File: config.mk
export PLATFORM = sky130hd
export DESIGN_NAME = ahbl_rr_master_arbiter
export DESIGN_NICKNAME = d
export VERILOG_FILES = /design/src/rtl/ahbl_rr_master_arbiter_pkg.sv /design/src/rtl/ahbl_rr_master_arbiter_pick.sv /design/src/rtl/ahbl_rr_master_arbiter.sv
export SDC_FILE = /design/constraint.sdc
export NUM_CORES = 1
export LEC_CHECK = 0
export ABC_CLOCK_PERIOD_IN_PS = 2800
export CAP_MARGIN = 20
export CORE_ASPECT_RATIO = 0.9
export CORE_MARGIN = 2
export CORE_UTILIZATION = 25
export DETAILED_ROUTE_END_ITERATION = 12
export HOLD_SLACK_MARGIN = 0.1
export PLACE_DENSITY = 0.54
export SYNTH_ARGS = -nofsm -noshare
export SYNTH_HDL_FRONTEND = slang
export SYNTH_SLANG_ARGS = --single-unit
export TNS_END_PERCENT = 100
File: constraint.sdc
create_clock -name HCLK -period 2.8 [get_ports HCLK]
set_clock_uncertainty 0.2 [all_clocks]
set_input_delay 0.42 -clock HCLK [delete_from_list [all_inputs] [get_ports HCLK]]
set_output_delay 0.42 -clock HCLK [all_outputs]
set_load 0.005 [all_outputs]
File: src/rtl/ahbl_rr_master_arbiter_pkg.sv
// ahbl_arb_pkg: shared AHB-Lite encodings and FSM state type for the round-robin master arbiter
package ahbl_arb_pkg;
    typedef enum logic [1:0] {ST_IDLE, ST_ADDR, ST_DATA} arb_state_t;
    localparam logic [1:0] HTRANS_IDLE   = 2'b00;
    localparam logic [1:0] HTRANS_NONSEQ = 2'b10;
    localparam logic [2:0] HSIZE_BYTE    = 3'b000;
    localparam logic [2:0] HSIZE_HALF    = 3'b001;
    localparam logic [2:0] HSIZE_WORD    = 3'b010;
    localparam logic [2:0] HBURST_SINGLE = 3'b000;
    localparam logic [3:0] HPROT_DEFAULT = 4'b0011;
    function automatic logic [2:0] clamp_size(input logic [2:0] s);
        return (s > HSIZE_WORD) ? HSIZE_WORD : s;
    endfunction
endpackage

File: src/rtl/ahbl_rr_master_arbiter_pick.sv
// ahbl_rr_pick: combinational round-robin picker, first set request searching upward from ptr+1
// Ports: req (request vector), ptr (last winner), valid (any request), idx (winner index)
module ahbl_rr_pick #(
    parameter int NREQ = 4
) (
    input  logic [NREQ-1:0] req,
    input  logic [2:0]      ptr,
    output logic            valid,
    output logic [2:0]      idx
);
    logic [2*NREQ-1:0] dbl;
    logic [NREQ-1:0]   rot;
    logic [3:0]        base;
    logic [3:0]        pos;
    // Rotating a doubled copy puts requester ptr+1 at bit 0; the lowest set bit wins.
    always_comb begin
        dbl   = {req, req};
        base  = {1'b0, ptr} + 4'd1;
        rot   = NREQ'(dbl >> base);
        valid = |rot;
        pos   = '0;
        for (int j = NREQ - 1; j >= 0; j--) pos = rot[j] ? base + 4'(j) : pos;
        idx   = 3'((pos >= 4'(NREQ)) ? pos - 4'(NREQ) : pos);
    end
endmodule

File: src/rtl/ahbl_rr_master_arbiter.sv
// ahbl_rr_master_arbiter: round-robin sharing of one AHB-Lite master port among NREQ req/ack requesters
// Ports: HCLK/HRESETN clock and async active-low reset; REQ* packed per-requester commands;
//        ACK/RSP_* completion pulse and response; GRANT_ID/BUSY status; H* AHB-Lite master signals.
module ahbl_rr_master_arbiter
    import ahbl_arb_pkg::*;
#(
    parameter int NREQ        = 4,
    parameter int TIMEOUT_CYC = 256
) (
    input  logic               HCLK,
    input  logic               HRESETN,
    input  logic [NREQ-1:0]    REQ,
    input  logic [NREQ-1:0]    REQ_WRITE,
    input  logic [NREQ*32-1:0] REQ_ADDR,
    input  logic [NREQ*3-1:0]  REQ_SIZE,
    input  logic [NREQ*32-1:0] REQ_WDATA,
    output logic [NREQ-1:0]    ACK,
    output logic [31:0]        RSP_RDATA,
    output logic               RSP_ERR,
    output logic               RSP_TIMEOUT,
    output logic [2:0]         GRANT_ID,
    output logic               BUSY,
    output logic [31:0]        HADDR,
    output logic [1:0]         HTRANS,
    output logic               HWRITE,
    output logic [2:0]         HSIZE,
    output logic [2:0]         HBURST,
    output logic [3:0]         HPROT,
    output logic               HMASTLOCK,
    output logic [31:0]        HWDATA,
    input  logic [31:0]        HRDATA,
    input  logic               HREADY,
    input  logic               HRESP
);
    arb_state_t  state;
    logic [31:0] wdata_q;
    logic [15:0] wait_cnt;
    logic        pick_valid;
    logic [2:0]  pick_idx;
    logic        timeout_hit;
    logic [31:0] addr_a  [8];
    logic [31:0] wdata_a [8];
    logic [2:0]  size_a  [8];
    logic        write_a [8];
    // Lanes padded to 8 so a 3-bit index always lands inside the arrays.
    for (genvar i = 0; i < 8; i++) begin : g_lane
        if (i < NREQ) begin : g_on
            assign addr_a[i]  = REQ_ADDR[32*i +: 32];
            assign wdata_a[i] = REQ_WDATA[32*i +: 32];
            assign size_a[i]  = REQ_SIZE[3*i +: 3];
            assign write_a[i] = REQ_WRITE[i];
        end else begin : g_off
            assign addr_a[i]  = '0;
            assign wdata_a[i] = '0;
            assign size_a[i]  = '0;
            assign write_a[i] = 1'b0;
        end
    end
    ahbl_rr_pick #(.NREQ(NREQ)) u_pick (
        .req   (REQ),
        .ptr   (GRANT_ID),
        .valid (pick_valid),
        .idx   (pick_idx)
    );
    assign HBURST      = HBURST_SINGLE;
    assign HPROT       = HPROT_DEFAULT;
    assign HMASTLOCK   = 1'b0;
    assign timeout_hit = (TIMEOUT_CYC != 0) && !HREADY && (wait_cnt + 16'd1 == 16'(TIMEOUT_CYC));
    // GRANT_ID doubles as the round-robin pointer: both track the last winner.
    always_ff @(posedge HCLK or negedge HRESETN) begin
        if (!HRESETN) begin
            state       <= ST_IDLE;
            GRANT_ID    <= 3'(NREQ - 1);
            BUSY        <= 1'b0;
            wdata_q     <= '0;
            wait_cnt    <= '0;
            HTRANS      <= HTRANS_IDLE;
            HADDR       <= '0;
            HWRITE      <= 1'b0;
            HSIZE       <= HSIZE_WORD;
            HWDATA      <= '0;
            ACK         <= '0;
            RSP_RDATA   <= '0;
            RSP_ERR     <= 1'b0;
            RSP_TIMEOUT <= 1'b0;
        end else begin
            ACK <= '0;
            case (state)
                ST_IDLE: begin
                    // A completion cycle blocks arbitration, forcing a gap between grants.
                    if (!(|ACK) && pick_valid) begin
                        state    <= ST_ADDR;
                        BUSY     <= 1'b1;
                        GRANT_ID <= pick_idx;
                        HTRANS   <= HTRANS_NONSEQ;
                        HADDR    <= addr_a[pick_idx];
                        HWRITE   <= write_a[pick_idx];
                        HSIZE    <= clamp_size(size_a[pick_idx]);
                        wdata_q  <= wdata_a[pick_idx];
                        wait_cnt <= '0;
                    end
                end
                ST_ADDR, ST_DATA: begin
                    if (HREADY) begin
                        wait_cnt <= '0;
                        if (state == ST_ADDR) begin
                            state  <= ST_DATA;
                            HTRANS <= HTRANS_IDLE;
                            HWDATA <= HWRITE ? wdata_q : '0;
                        end else begin
                            state       <= ST_IDLE;
                            BUSY        <= 1'b0;
                            ACK         <= NREQ'(1) << GRANT_ID;
                            RSP_RDATA   <= HWRITE ? RSP_RDATA : HRDATA;
                            RSP_ERR     <= HRESP;
                            RSP_TIMEOUT <= 1'b0;
                        end
                    end else if (timeout_hit) begin
                        state       <= ST_IDLE;
                        BUSY        <= 1'b0;
                        HTRANS      <= HTRANS_IDLE;
                        ACK         <= NREQ'(1) << GRANT_ID;
                        RSP_RDATA   <= '0;
                        RSP_ERR     <= 1'b1;
                        RSP_TIMEOUT <= 1'b1;
                        wait_cnt    <= '0;
                    end else begin
                        wait_cnt <= wait_cnt + 16'd1;
                    end
                end
                default: state <= ST_IDLE;
            endcase
        end
    end
endmodule

==> qor_table.md <==
| Quantity | Reported |
|:---|:---|
| Ratio of total power to cell area | 369 nW/um2 |
| Worst path required time | 2920 ps |
| Max Root-Sink Buffers | 2 |
| FMAX | 332 MHz |
| Number of buffers and inverters on the critical path | 3 |
| Total of max-cap violations | 0 |
| Total wire length after detailed routing | 34300 um |
| Largest cells by area after synthesis | sky130_fd_sc_hd__dfrtp_1 45%, sky130_fd_sc_hd__mux4_2 17%, sky130_fd_sc_hd__a22o_1 9.6%, sky130_fd_sc_hd__nand2_1 3.8%, sky130_fd_sc_hd__o21ai_0 2.7% |
| Number of buffer cells added on primary ports | 422 |
| Final nets | 1535 |
| Vias in the first global route | 8527 |
| CP startpoint kind | flip-flop |
| Pint | 0.00435 W |
| Syn avg cell area | 11.9 um2 |
| Violated checks | negative setup slack |
| Number of warnings printed during yosys synthesis | 0 |
| Fraction of layout cells with a size suffix above 1 | 0.186 |
| Ordered cell list for the critical path | buf_6, mux4_2, nand2b_4, o311ai_4, buf_12, clkbuf_16, mux4_2, a22o_1 |
| DPL Wire Length | 25300 um |
| CP peak stage delay | 600 ps |
| Initial drt markers | 376 |
| Number of CTS-inserted buffers | 17 |
| Start-to-end type of the worst setup path | reg2reg |
| Count of pins over their slew limit | 0 |
| Sequential cell fraction of total power | 0.423 |
| Wire length of the first global-routing pass | 51500 um |
| Placeable Area | 35000 um2 |
| Vias | 8069 |
| Total congestion overflow after global routing | 0 |
| Die H | 182 um |
| Tightest Hold Check Type | reg2reg |
| Timing startpoint of the critical path | GRANT_ID[0] |
| Main synth FF type | sky130_fd_sc_hd__dfrtp_1 |
| Global router's overall resource usage | 0.184 |
| Slack of the worst reg-to-reg path | -210 ps |
| Worst ir drop on vdd | 0.000291 V |
| Worst min-delay path startpoint | HWDATA[14] |
| DRC errors left | 0 |
| Slowest cell on the critical path | sky130_fd_sc_hd__dfstp_2 |
| Fraction of the cycle the final worst path needs | 1.08 |
| Number of filler instances in the final layout | 3313 |
| Standard-cell rows | 65 |
| Transition time at the pin with the least slew margin | 568 ps |
| Utilization after layout | 0.432 |
| Worst slew margin | 0.618 |
| Switching power as a share of total power | 0.220 |
| Least setup slack across all paths after layout | -214 ps |
| Clock tree from TritonCTS | yes |
| Number of distinct library cell variants in the gate-level netlist after synthesis | 62 |
| Origin of the critical flop-to-flop path | GRANT_ID[0] |
| Insertion delay to the later sink of the worst-skew pair | 430 ps |
| Gate family responsible for the most delay along the worst path | multiplexers |
| Initial core utilization | 0.253 |
| Synth Cell Area | 8840 um2 |
| Post-Route Setup TNS | -12130 ps |
| Final setup violation count | 68 |
| Via/cell ratio | 4.76 |
| Synth top area share | 0.447 |
| Commonest cells in the netlist | 158 x sky130_fd_sc_hd__dfrtp_1, 97 x sky130_fd_sc_hd__a22o_1, 90 x sky130_fd_sc_hd__nand2_1, 66 x sky130_fd_sc_hd__mux4_2, 47 x sky130_fd_sc_hd__o21ai_0 |
| RePlAce Congestion | 0.828 |
| Comb power frac | 0.123 |
| Die area | 36900 um2 |
| Cell type with the highest aggregate area in the netlist | sky130_fd_sc_hd__dfrtp_1 |
| Largest net degree at the start of global routing | 67 |
| EDFF count, synth | 0 |
| Pleak | 6.23 nW |
| Detailed-routing iteration count for the pre-antenna-repair pass | 5 |
| Share of flip-flops with an asynchronous set or reset after synthesis | 1.00 |
| Portion of total power attributed to the clock network | 0.454 |
| Clock transition at path regs | 70 ps |
| IO Pins | 432 |
| Sequential cell area fraction in the yosys report | 0.456 |
| Worst Path Max Fanout | 17 |
| Sink Count | 161 |
| Result of the run | complete, but fails checks |
| Crit. End Element | flip-flop |
| CTS Root Cell | sky130_fd_sc_hd__clkbuf_16 |
| Final hold vios | 0 |
| Antenna Violating Nets Remaining | 0 |
| Crit path top cell by count | sky130_fd_sc_hd__mux4_2 |
| Unrepaired setup endpoints after global routing | true |
| CTS H-tree depth | 4 |
| WL/cell | 20.2 um |
| Switching power summed over all nets | 0.00123 W |
| Number of antenna violations at the first check in global routing | 4 |
| Top-count cell post-synth | sky130_fd_sc_hd__dfrtp_1 |
| Syn-to-layout area delta | 71.1% |
| Min Clock Period, post-route | 3010 ps |
| Register bit total from synthesis | 161 |
| Post-synthesis instance total | 745 |
| Chip Width | 202 um |
| Arrival time of data at the critical path endpoint | 3140 ps |
-- repair_timing --
item	in CTS	in global routing
gates cloned	3	2
setup buffers	11	5
hold endpoints to repair	54	0
gates resized for setup	19	27
pin swaps	5	6
hold buffers	1	0
setup endpoints to repair	77	126
-- state kept, by name (all words and copies together), names as in the netlist --
register,flops
HWDATA,32
state,2
wait_cnt,16
RSP_RDATA,32
HWRITE,1
RSP_TIMEOUT,1
RSP_ERR,1
BUSY,1
HADDR,32
ACK,4
wdata_q,32
HSIZE,3
HTRANS,1
GRANT_ID,3
-- area by class of cell --
cell class              count  area [um2]  area share
inverters                  16        63.8     0.00422
clock buffers              20         467      0.0309
clock inverters            12         156      0.0103
diodes                      4        10.0    0.000662
flip-flops and latches    161        4030       0.267
multi-input cells         506        4530       0.299
well taps                 469         587      0.0388
repair buffers            508        5280       0.349
-- per-layer routing --
| metal | share of wire | global-route usage | vias to the layer above |
|---|---|---|---|
| li1 | - | - | 3762 |
| met1 | 0.40 | 0.226 | 3986 |
| met2 | 0.51 | 0.317 | 288 |
| met3 | 0.063 | 0.0457 | 33 |
| met4 | 0.023 | 0.0651 | 0 |
| met5 | 0 | 0 | - |
-- worst paths after layout --
| kind | to | cells past startpoint |
|---|---|---|
| worst max-delay path | wdata_q[27] | 8 |
| worst min-delay path | HWDATA[14] | 2 |
| worst max register to register | wdata_q[27] | 8 |
| worst min register to register | HWDATA[14] | 2 |
| max in group asynchronous | HSIZE[1] | 3 |
| min in group asynchronous | RSP_RDATA[2] | 2 |
-- cells in the final DEF (no fill, tap or decap), drive strengths merged, types with 22 or more instances in the layout --
master	count
nand3	22
o21ai	49
clkdlybuf4s50	421
nand2	90
nor2	24
mux4	66
a22o	97
buf	84
clkbuf	22
dfrtp	158
-- power by group through the flow --
stage	registers (W)	clock network (W)	logic, W
floorplan	0.00241	0	0.000129
CTS	0.00236	0.00261	0.000696
detailed placement	0.00240	0	0.000689
finish	0.00236	0.00253	0.000686
global route	0.00236	0.00272	0.000733
global placement	0.00240	0	0.000689
-- metrics by stage --
| stage | hold WS, ps | setup slack, ps | instance area [um2] | power (W) | instances |
|---|---|---|---|---|---|
| after floorplan | -75.6 | -46.8 | 8900 | 0.00254 | 752 |
| after global routing | 303 | -267 | 15100 | 0.00581 | 1696 |
| final | 277 | -214 | 15100 | 0.00557 | 1696 |
| after CTS | 283 | -136 | 14900 | 0.00567 | 1686 |
| after detailed placement | 257 | -492 | 14000 | 0.00309 | 1640 |
| after global placement | 257 | -478 | 14000 | 0.00309 | 1640 |
-- worst min-delay path, delay by kind of cell, from the launching register on --
family	cells	cell delay [ps]
flops	1	340
compound gates	1	50
simple gates	1	50
-- logic make-up (layout without fill, tap and decap cells) --
| kind of cell | count (synthesis) | count (layout) | synth area share |
|---|---|---|---|
| simple gates | 192 | 192 | 0.103 |
| mux | 82 | 82 | 0.187 |
| buf+inv | 85 | 556 | 0.0520 |
| xor+xnor | 5 | 5 | 0.00495 |
| fa+ha+maj | 13 | 13 | 0.0184 |
| other cells | 2 | 13 | 0.000850 |
| flops | 161 | 161 | 0.456 |
| compound gates | 205 | 205 | 0.178 |
No activity file was read; power rests on OpenSTA's default activity.
